## config.mk

```make
export PLATFORM = sky130hd
export DESIGN_NAME = nibble_serial_add_ctrl
export DESIGN_NICKNAME = d
export VERILOG_FILES = /design/src/rtl/nibble_add_pkg.sv /design/src/rtl/nibble_adder.sv /design/src/rtl/nibble_serial_add_ctrl.sv
export SDC_FILE = /design/constraint.sdc
export NUM_CORES = 1
export LEC_CHECK = 0
export ABC_CLOCK_PERIOD_IN_PS = 2900
export BUFFER_PORTS_ARGS = -buffer_cell sky130_fd_sc_hd__buf_2
export CAP_MARGIN = 10
export CORE_MARGIN = 5
export CORE_UTILIZATION = 35
export CTS_BUF_LIST = sky130_fd_sc_hd__clkbuf_8
export CTS_CLUSTER_SIZE = 14
export DETAILED_ROUTE_END_ITERATION = 6
export GPL_TIMING_DRIVEN = 1
export MAX_ROUTING_LAYER = met4
export PLACE_DENSITY = 0.57
export SKIP_LAST_GASP = 1
export SYNTH_ARGS = -nofsm -noshare
export SYNTH_HDL_FRONTEND = slang
export SYNTH_SLANG_ARGS = --single-unit
```

## constraint.sdc

```tcl
create_clock -name clk -period 2.9 [get_ports clk]
set_input_delay 0.29 -clock clk [delete_from_list [all_inputs] [get_ports clk]]
set_output_delay 0.29 -clock clk [all_outputs]
set_load 0.01 [all_outputs]
```

## src/rtl/nibble_add_pkg.sv

```systemverilog
// Shared types for the nibble-serial adder controller.
// Nibble width and the IDLE/RUN/DONE state encoding.
package nibble_add_pkg;

    localparam int NIBBLE_W = 4;

    typedef enum logic [1:0] {
        IDLE = 2'd0,
        RUN  = 2'd1,
        DONE = 2'd2
    } state_t;

endpackage

```

## src/rtl/nibble_adder.sv

```systemverilog
// 4-bit ripple-carry adder slice, purely combinational.
// Ports: a, b (nibbles), ci (carry in) -> s (nibble sum), co (carry out).
module nibble_adder
    import nibble_add_pkg::*;
(
    input  logic [NIBBLE_W-1:0] a,
    input  logic [NIBBLE_W-1:0] b,
    input  logic                ci,
    output logic [NIBBLE_W-1:0] s,
    output logic                co
);

    logic w_c;

    always_comb begin
        w_c = ci;
        s   = '0;
        for (int i = 0; i < NIBBLE_W; i++) begin
            s[i] = a[i] ^ b[i] ^ w_c;
            w_c  = (a[i] & b[i]) | (w_c & (a[i] ^ b[i]));
        end
        co = w_c;
    end

endmodule

```

## src/rtl/nibble_serial_add_ctrl.sv

```systemverilog
// Adds WIDTH-bit operands one nibble per clock through a single nibble_adder,
// LSB nibble first, valid/ready on input and output. Optional subtract: NSAC_SUBTRACT_EN.
// Ports: clk, rst (sync, active-high), in_valid/in_ready, a, b, in_sub (optional),
//        out_valid/out_ready, sum (WIDTH+1 bits, MSB = final carry-out).
module nibble_serial_add_ctrl
    import nibble_add_pkg::*;
#(
    parameter int WIDTH = 16
) (
    input  logic             clk,
    input  logic             rst,
    input  logic             in_valid,
    output logic             in_ready,
    input  logic [WIDTH-1:0] a,
    input  logic [WIDTH-1:0] b,
`ifdef NSAC_SUBTRACT_EN
    input  logic             in_sub,
`endif
    output logic             out_valid,
    input  logic             out_ready,
    output logic [WIDTH:0]   sum
);

    localparam int NIB   = WIDTH / NIBBLE_W;
    localparam int CNT_W = (NIB > 1) ? $clog2(NIB) : 1;
    localparam logic [CNT_W-1:0] LAST = CNT_W'(NIB - 1);

    if ((WIDTH % NIBBLE_W) != 0 || WIDTH < NIBBLE_W) begin : g_bad_width
        $error("nibble_serial_add_ctrl: WIDTH must be a multiple of 4 and >= 4");
    end

    state_t              r_state;
    logic [CNT_W-1:0]    r_cnt;
    logic                r_carry;
    logic [WIDTH-1:0]    r_a;
    logic [WIDTH-1:0]    r_b;
    logic [WIDTH:0]      r_sum;
    logic                r_out_valid;

    logic [WIDTH-1:0]    w_b_in;
    logic                w_ci_init;
    logic [NIBBLE_W-1:0] w_a_nib;
    logic [NIBBLE_W-1:0] w_b_nib;
    logic [NIBBLE_W-1:0] w_s;
    logic                w_co;

    // Subtract is a + ~b + 1: invert b at capture, seed the carry with 1.
`ifdef NSAC_SUBTRACT_EN
    assign w_b_in    = in_sub ? ~b : b;
    assign w_ci_init = in_sub;
`else
    assign w_b_in    = b;
    assign w_ci_init = 1'b0;
`endif

    assign w_a_nib = r_a[NIBBLE_W*r_cnt +: NIBBLE_W];
    assign w_b_nib = r_b[NIBBLE_W*r_cnt +: NIBBLE_W];

    nibble_adder u_slice (
        .a  (w_a_nib),
        .b  (w_b_nib),
        .ci (r_carry),
        .s  (w_s),
        .co (w_co)
    );

    always_ff @(posedge clk) begin
        if (rst) begin
            r_state     <= IDLE;
            r_cnt       <= '0;
            r_carry     <= 1'b0;
            r_a         <= '0;
            r_b         <= '0;
            r_sum       <= '0;
            r_out_valid <= 1'b0;
        end else begin
            unique case (r_state)
                IDLE: begin
                    if (in_valid) begin
                        r_a     <= a;
                        r_b     <= w_b_in;
                        r_carry <= w_ci_init;
                        r_cnt   <= '0;
                        r_state <= RUN;
                    end
                end
                RUN: begin
                    r_sum[NIBBLE_W*r_cnt +: NIBBLE_W] <= w_s;
                    r_carry <= w_co;
                    if (r_cnt == LAST) begin
                        r_sum[WIDTH] <= w_co;
                        r_cnt        <= '0;
                        r_out_valid  <= 1'b1;
                        r_state      <= DONE;
                    end else begin
                        r_cnt <= r_cnt + CNT_W'(1);
                    end
                end
                DONE: begin
                    if (out_ready) begin
                        r_out_valid <= 1'b0;
                        r_state     <= IDLE;
                    end
                end
                default: begin
                    r_out_valid <= 1'b0;
                    r_state     <= IDLE;
                end
            endcase
        end
    end

    assign in_ready  = (r_state == IDLE) && !rst;
    assign out_valid = r_out_valid;
    assign sum       = r_sum;

endmodule

```

==> results of run 1 <==
## metrics by stage
stage | setup slack [ps] | power (mW)
after floorplan | 165 | 0.948
after detailed placement | 176 | 1.01
after CTS | 145 | 1.45
final | 168 | 1.42
after global placement | 194 | 1.01
after global routing | 26.2 | 1.50
## synth_stat cells (2+ instances only)
library cell / count
a21oi_1: 41
a21oi_2: 2
a32oi_1: 2
and2_1: 2
buf_1: 2
buf_2: 9
buf_4: 2
clkbuf_1: 5
dfxtp_1: 55
fa_1: 4
ha_1: 7
inv_1: 16
mux4_1: 3
mux4_2: 5
nand2_1: 74
nand2b_1: 6
nand3b_1: 2
nand4_1: 7
nand4b_1: 2
nor2_1: 7
nor2b_1: 2
nor3_1: 2
nor3b_2: 2
o32ai_1: 8
or3_1: 2
or3b_1: 2
## state kept, by name, summed over array words and instances, names as in the netlist
register,count
r_b,16
sum,17
r_state,2
r_a,16
r_cnt,2
r_carry,1
out_valid,1
## power groups by stage
stage                     Combinational, mW  Clock [mW]  Sequential, mW
after floorplan                       0.132           0           0.816
after global placement                0.185           0           0.824
after detailed placement              0.188           0           0.825
after CTS                             0.189       0.449           0.807
after global routing                  0.210       0.477           0.812
final                                 0.186       0.428           0.807
## metal layers
| metal | vias to the layer above | share of wire [%] | GRT usage (%) |
|---|---|---|---|
| met5 | - | 0 | - |
| met4 | 0 | 0.76 | 3.25 |
| met3 | 2 | 4.7 | 2.95 |
| met2 | 50 | 45 | 20.1 |
| met1 | 935 | 50 | 18.3 |
| li1 | 1040 | - | - |
## worst paths after layout
kind	endpoint	cells past startpoint	slack, ps	start
max	sum[14]$_SDFFE_PP0P_	9	170	r_cnt[0]$_SDFFE_PP0P_
min	r_b[8]$_SDFFE_PP0P_	3	210	b[8]
max reg2reg	sum[14]$_SDFFE_PP0P_	9	170	r_cnt[0]$_SDFFE_PP0P_
min reg2reg	sum[9]$_SDFFE_PP0P_	2	450	sum[9]$_SDFFE_PP0P_
## logic make-up (layout without fill, tap and decap cells)
logic type	count (synthesis)	count (layout)
buf+inv	35	83
flops	55	55
fa+ha+maj	11	11
mux	9	9
simple gates	112	112
compound gates	57	57
## tightest hold or removal path, cell delays in order
cell,delay [ps]
buf_2,90
nand2_1,40
a21oi_1,50
## area by class of cell
cell class | instances | area, um2
clock buffer | 5 | 68.8
clock inverter | 3 | 23.8
fill | 705 | 3950
inverter | 16 | 60.1
multi-input combinational | 189 | 1240
sequential | 55 | 1100
tap | 96 | 120
timing repair buffer | 59 | 308
==> impl_results.md, run 1 <==
- Worst-path clk slew: 100 ps
- Worst hold-check slack: 205 ps
- Maxcap violations: 0
- Antenna viol nets, final: 0
- Final Skew: 9.82 ps
- Placer Congestion: 0.784
- Area leader, netlist: dfxtp_1
- Core area: 6870 um2
- Synth area leaders: dfxtp_1, nand2_1, a21oi_1, mux4_2, ha_1
- Sequential share of the synthesized area: 44.2%
- Initial antenna violation count: 0
- # nets final: 373
- Multiplexer share of the synthesized area: 8.09%
- Drt first pass iters: 4
- Die height: 94.4 um
- Clk pwr share: 30.1%
- Final Hold Fails: 0
- Flops & latches, synth: 55
- RSZ-0062 raised after global routing: false
- XOR/XNOR Fraction of Synth Area: 0%
- Total GRT Usage: 13.3%
- Post-CTS Setup Inserts: 0
- Mapped Area: 2490 um2
- CTS sink count: 55
- Leakage: 1.16 nW
- Setup TNS: 0 ps
- DR iter-0 viols: 95
- Slew @ Worst Pin: 728 ps
- Total grt overflow: 0
- CTS Buf Count: 5
- Die ar.: 8900 um2
- Main combinational cell family by area after synthesis: simple AND/OR/NAND/NOR gates
- Ratio of cells with drive above 1 in the final layout: 23.5%
- Crit. End Element: flip-flop
- Sw Ratio: 26.7%
- Most frequent cells in the layout: nand2_1, dfxtp_1, buf_2, a21oi_1, inv_1
- Syn Nets: 326
- H-tree depth: 2
- Initial core utilization: 36.3%
- Maximum root-to-sink buffer count: 2
- Rel. slew slack: 51.5%
- Non-filler instance count after layout: 423
- Cell count after synthesis: 279
- Cell internal pwr: 1.04 mW
- Crit Path Max Fanout: 4
- Seq pwr share: 56.8%
- Worst setup SP type: flip-flop
- Vias in the first global route: 1935
- Placed cells: 415
- FMAX: 366 MHz
- Commonest non-fill, non-tap cell in the layout: nand2_1
- Tmin final: 2730 ps
- Simple-gate portion of the synthesized area: 21.1%
- Final worst-path cycle share: 94.2%
- Outcome: complete, no violations
- Crit path arrival time: 2970 ps
- CP top delay family: adder cells
- Final Max Slew Viols: 0
- Yosys top cell area share: 44.2%
- Async SR Flop Fraction: 0%
- WP data required: 3140 ps
- # setup viols final: 0
- Wirelength per Cell: 13.0 um
- Netlist cell types: 34
- Synth Area in Compound Gates: 13.6%
- Buffers and inverters on the worst path: 3
- Dpl cell area: 2830 um2
- Num rows: 30
- Layout overhead on the synthesized area: 17.2%
- Peak VDD IR: 0.000215 V
- Power Density: 486 nW/um2
- First-pass GRT wire length: 9260 um
- Ant diodes: 0
- Largest net degree at the start of global routing: 42
- Combinational Power Share: 13.1%
- Adder-cell share of the synthesized area: 6.73%
- Port bufs: 54
- Hold buffers post-CTS: 0
- Crit Path Class: flip-flop to flip-flop
- # resized after CTS: 0
- Slowest cell on crit path: mux4_1
- Final Cell Area: 2920 um2
- Avg Cell Area, Syn: 8.93 um2
- EDFF count, synth: 0
- Clock root buffer: clkbuf_8
- Routed vias/inst: 4.79
- Clock insertion delay at the later pin of the skew report: 310 ps
- # IOs: 55
- Die width: 94.4 um
- CTS tree: yes
- Switch Pwr: 0.380 mW
- Util after Layout: 42.5%
- DRC violations left: 0
- Detail Placement HPWL: 4110 um
- Class of the most critical hold timing path: input pin to flip-flop
- Worst path cell trace: mux4_1, inv_1, fa_1, inv_1, fa_1, inv_1, fa_1, or3_1, a21oi_2
- Synth Warn #: 0
- Worst path max stage delay: 550 ps
- WL final: 5500 um
- Vias: 2027
- Post-synth top flop: dfxtp_1
Power figures use the tool's default switching activity.
==> run 2: changes to the inputs <==
Settings changed: ABC_CLOCK_PERIOD_IN_PS 2900 to not set, CELL_PAD_IN_SITES_DETAIL_PLACEMENT set to 2, CELL_PAD_IN_SITES_GLOBAL_PLACEMENT set to 2, CORE_UTILIZATION 35 to 30, PLACE_DENSITY 0.57 to 0.77.
==> run 2 against run 1 <==
  * Critical path depth is the same
  * Worst hold slack got worse by 3.2 ps
  * Count of clock-buffer cells in the layout stayed put
  * Routed wire length increased by 24%
  * Register-to-register slack hardly changed
  * Global-route usage rose by 1.1 points
  * First-iteration DRC count fell by 61%
  * Clock power up 4%
  * Sequential power is essentially flat
  * Largest cell class unchanged
  * Clock skew grew 2.8 ps
  * Setup slack better by 7.4 ps
  * Fmax increased by 0.27%
==> impl_results.md, run 2 (synthesis results as in run 1) <==
- Die width: 101 um
- DRC violations left: 0
- # setup viols final: 0
- Rel. slew slack: 54.6%
- Core area: 8130 um2
- Crit Path Class: flip-flop to flip-flop
- Area of the multi-input gates: 1240 um2
- Port bufs: 54
- # nets final: 373
- First-pass GRT wire length: 11200 um
- Storage element area: 1100 um2
- Worst-path clk slew: 110 ps
- Class of the most critical hold timing path: input pin to flip-flop
- RR Endpoint: sum[11]$_SDFFE_PP0P_
- DR iter-0 viols: 37
- Die height: 101 um
- H-tree depth: 2
- Final Max Slew Viols: 0
- Crit. End Element: flip-flop
- Ant diodes: 0
- Die ar.: 10200 um2
- Drt first pass iters: 4
- Layout overhead on the synthesized area: 17.8%
- Slew @ Worst Pin: 681 ps
- R2R Setup Slk: 180 ps
- Vias in the first global route: 2241
- CTS Buf Count: 5
- Hold endpoint: r_a[5]$_SDFFE_PP0P_
- Setup TNS: 0 ps
- Crit Path Max Fanout: 15
- Crit path arrival time: 2980 ps
- Ratio of cells with drive above 1 in the final layout: 25.7%
- Total grt overflow: 0
- Detail Placement HPWL: 5190 um
- Initial core utilization: 30.6%
- Final worst-path cycle share: 94.0%
- RSZ-0062 raised after global routing: false
- Util after Layout: 36.1%
- Vias: 2080
- CTS tree: yes
- Routed vias/inst: 4.81
- Leakage: 1.15 nW
- Tmin final: 2720 ps
- # IOs: 55
- Reg2Reg Depth: 9
- Fin worst setup slack: 175 ps
- Final Skew: 12.6 ps
- CTS sink count: 55
- Clock insertion delay at the later pin of the skew report: 320 ps
- Total GRT Usage: 14.4%
- Worst hold-check slack: 202 ps
- Hold Crit Depth: 3
- Most frequent cells in the layout: nand2_1, buf_2, dfxtp_1, a21oi_1, inv_1
- Clock root buffer: clkbuf_8
- Wirelength per Cell: 15.8 um
- Fillers: 935
- WL final: 6810 um
- Hold Path Origin: a[5]
- Largest net degree at the start of global routing: 37
- Initial antenna violation count: 0
- Outcome: complete, no violations
- Maximum root-to-sink buffer count: 2
- WP data required: 3160 ps
- DP Worst Slack: 20.6 ps
- Hold buffers post-CTS: 0
- Commonest non-fill, non-tap cell in the layout: nand2_1
- R2R Path Start: r_cnt[0]$_SDFFE_PP0P_
- FMAX: 367 MHz
- Num rows: 33
- Worst setup SP type: flip-flop
- Post-CTS Setup Inserts: 0
- Peak VDD IR: 0.000179 V
- Flip-flop count of the largest register after layout: 17
- Power Density: 494 nW/um2
- Placer Congestion: 0.776
- Maxcap violations: 0
- Antenna viol nets, final: 0
- Final Hold Fails: 0
## run 2: through the flow
| step | total power, mW | instance area [um2] | cells |
|---|---|---|---|
| floorplan | 0.948 | 2490 | 279 |
| global placement | 1.01 | 2840 | 424 |
| detailed placement | 1.02 | 2840 | 424 |
| CTS | 1.47 | 2930 | 432 |
| global route | 1.53 | 2940 | 432 |
| finish | 1.45 | 2940 | 432 |
## run 2: power breakdown
part	leakage [nW]	switching [mW]	internal [mW]	total, mW
Clock	0.0443	0.272	0.173	0.446
Sequential	0.449	0.0219	0.786	0.808
Combinational	0.656	0.112	0.0830	0.195
Total	1.15	0.407	1.04	1.45
## run 2: area by class of cell
class / instances / share of cell area, %
tap: 105 / 4.48
inverter: 16 / 2.05
sequential: 55 / 37.6
clock inverter: 3 / 0.853
multi-input combinational: 189 / 42.2
clock buffer: 5 / 2.34
timing repair buffer: 59 / 10.5
## run 2: critical path: stages, from the launching register on
cell,delay (ps)
dfxtp_4,390
buf_4,220
mux4_2,540
fa_2,390
inv_2,80
fa_1,150
inv_1,50
fa_1,560
nand4_1,140
a21oi_2,150
## run 2: repair_timing
action	4_1_cts	5_1_grt
gates resized for setup	1	7
setup endpoints to repair	2	7
pin swaps	0	2
## run 2: per-layer routing
| metal | part of all wire [%] | vias to the layer above | GRT usage (%) |
|---|---|---|---|
| li1 | - | 1037 | - |
| met1 | 47 | 991 | 17.9 |
| met2 | 48 | 45 | 23.7 |
| met3 | 3.9 | 7 | 2.70 |
| met4 | 1.2 | 0 | 4.40 |
| met5 | 0 | - | - |
## run 2: how the worst max path moves through the flow
stage | start | to | slack [ps] | cells after the start
final | r_cnt[0]$_SDFFE_PP0P_ | sum[11]$_SDFFE_PP0P_ | 180 | 9
after global routing | r_cnt[0]$_SDFFE_PP0P_ | sum[11]$_SDFFE_PP0P_ | 4 | 9
after CTS | r_cnt[0]$_SDFFE_PP0P_ | sum[11]$_SDFFE_PP0P_ | 30 | 11
after detailed placement | r_cnt[0]$_SDFFE_PP0P_ | sum[11]$_SDFFE_PP0P_ | 20 | 11
after global placement | r_cnt[0]$_SDFFE_PP0P_ | sum[14]$_SDFFE_PP0P_ | 150 | 9
after floorplan | r_cnt[0]$_SDFFE_PP0P_ | sum[14]$_SDFFE_PP0P_ | 160 | 10
==> run 3: changes to the inputs <==
Settings changed: BUFFER_PORTS_ARGS -buffer_cell sky130_fd_sc_hd__buf_2 to -buffer_cell sky130_fd_sc_hd__buf_4, CAP_MARGIN 10 to not set.
==> run 3 against run 2 <==
  * Setup slack worse by 47 ps
  * Highest routed layer unchanged
  * Clock skew is 0.71 ps lower
  * Largest cell class unchanged
  * Die area stayed put
  * Sequential power hardly changed
  * Register-to-register slack worse by 50 ps
  * Critical path depth is 2 higher
  * Routed wire length is 0.16% higher
==> impl_results.md, run 3 (synthesis results as in run 1) <==
- Placed cells: 424
- Ant diodes: 0
- CTS Buf Count: 5
- WL final: 6820 um
- Final Skew: 11.9 ps
- Worst setup SP type: flip-flop
- Num rows: 33
- Power Density: 524 nW/um2
- Ratio of cells with drive above 1 in the final layout: 25.6%
- Wirelength per Cell: 15.8 um
- Reg2Reg Depth: 11
- Most frequent cells in the layout: nand2_1, buf_4, dfxtp_1, a21oi_1, inv_1
- Initial antenna violation count: 0
- DRC violations left: 0
- Total power: 1.63 mW
- Util after Layout: 38.3%
- Clock root buffer: clkbuf_8
- Crit path top cell by count: fa_1
- Vias: 2120
- Die width: 101 um
- DR iter-0 viols: 70
- Final worst-path cycle share: 95.6%
- Crit. End Element: flip-flop
- Layout overhead on the synthesized area: 25.2%
- Maxcap violations: 0
- RSZ-0062 raised after global routing: false
- Flip-flop count of the largest register after layout: 17
- Tmin final: 2770 ps
- Core area: 8130 um2
- FMAX: 361 MHz
- Final Hold Fails: 0
- H-tree depth: 2
- Critical path destination: sum[15]$_SDFFE_PP0P_
- Die ar.: 10200 um2
- Non-filler instance count after layout: 433
- Vias in the first global route: 2252
- R2R Path Start: r_cnt[0]$_SDFFE_PP0P_
- Setup TNS: 0 ps
- Initial core utilization: 30.6%
- WP depth: 11
- # nets final: 374
- Final Max Slew Viols: 0
- First-pass GRT wire length: 11000 um
- Total GRT Usage: 14.0%
- CTS tree: yes
- Peak VDD IR: 0.000265 V
- Fillers: 904
- Final Cell Area: 3120 um2
- Drt first pass iters: 4
- RR Endpoint: sum[15]$_SDFFE_PP0P_
- Crit Path Max Fanout: 4
- Antenna viol nets, final: 0
- Commonest non-fill, non-tap cell in the layout: nand2_1
- CP Launch Point: r_cnt[0]$_SDFFE_PP0P_
- CP top delay family: adder cells
- # IOs: 55
- Crit Path Class: flip-flop to flip-flop
- Buffers and inverters on the worst path: 4
- Slew @ Worst Pin: 639 ps
- Port bufs: 54
- Clock insertion delay at the later pin of the skew report: 320 ps
- # setup viols final: 0
- Detail Placement HPWL: 4910 um
- Worst path cell trace: mux4_2, inv_1, fa_1, inv_1, fa_1, inv_2, fa_1, inv_1, fa_1, nand4_1, a21oi_1
- Routed vias/inst: 4.90
- R2R Setup Slk: 130 ps
- Slowest cell on crit path: fa_1
- Dpl cell area: 2970 um2
- Maximum root-to-sink buffer count: 2
- Total grt overflow: 0
- Worst-path clk slew: 110 ps
- Outcome: complete, no violations
- CTS sink count: 55
- Rel. slew slack: 57.4%
- Die height: 101 um
- Leakage: 1.21 nW
- WP data required: 3140 ps
- Class of the most critical hold timing path: input pin to flip-flop
- Worst path max stage delay: 550 ps
- Largest net degree at the start of global routing: 63
- Placer Congestion: 0.811
- Crit path arrival time: 3010 ps
==> run 3: cell types whose count changed in the layout (fill, tap and decap cells not counted) <==
cell,change
a21oi_1,+1
a21oi_2,-1
buf_2,-54
buf_4,+54
buf_6,+1
bufinv_16,+2
clkinv_4,-2
dfxtp_1,-1
dfxtp_2,+1
fa_1,+1
fa_2,-1
==> run 3: worst min-delay path by stage <==
stage,from,endpoint,cells past startpoint
after floorplan,a[0],r_a[0]$_SDFFE_PP0P_,2
after global placement,sum[8]$_SDFFE_PP0P_,sum[8]$_SDFFE_PP0P_,2
after detailed placement,sum[13]$_SDFFE_PP0P_,sum[13]$_SDFFE_PP0P_,2
after CTS,b[12],r_b[12]$_SDFFE_PP0P_,3
after global routing,b[12],r_b[12]$_SDFFE_PP0P_,3
final,b[12],r_b[12]$_SDFFE_PP0P_,3
==> run 3: tightest hold or removal path, cell delays in order <==
cell	delay, ps
buf_4	110
nand2_1	40
a21oi_1	50
==> run 3: power by group <==
group / leakage [nW] / total (mW) / switching [mW] / internal [mW]
combinational: 0.693 / 0.213 / 0.113 / 0.100
sequential: 0.450 / 0.809 / 0.0230 / 0.786
clock: 0.0644 / 0.613 / 0.269 / 0.345
total: 1.21 / 1.63 / 0.404 / 1.23
==> run 3: metal layers <==
| metal | up-vias | GRT usage (%) | wire length (um) |
|---|---|---|---|
| li1 | 1038 | - | - |
| met1 | 1028 | 17.8 | 3180 |
| met2 | 45 | 22.5 | 3300 |
| met3 | 9 | 2.35 | 249 |
| met4 | 0 | 4.70 | 96 |
| met5 | - | - | 0 |
==> run 3: through the flow <==
step           hold WS, ps  setup slack [ps]
2_1_floorplan          426               165
3_3_place_gp           440               198
3_5_place_dp           452              35.8
4_1_cts                204              40.8
5_1_grt                197             0.173
6_report               207               128
==> run 3: layout make-up <==
type                       count  area [um2]  share of cell area (%)
clock buffer                   5        68.8                    2.21
clock inverter                 3        67.6                    2.17
multi-input combinational    189        1230                    39.5
inverter                      16        60.1                    1.93
tap                          105         131                    4.21
timing repair buffer          60         454                    14.6
sequential                    55        1110                    35.5
==> run 3: what timing repair did <==
item                                    4_1_cts  5_1_grt
endpoints found under the setup margin        1        8
hold buffers                                  0        0
setup buffers                                 0        1
endpoints found under the hold margin         0        0
pin swaps                                     0        3
gates resized for setup                       1        7
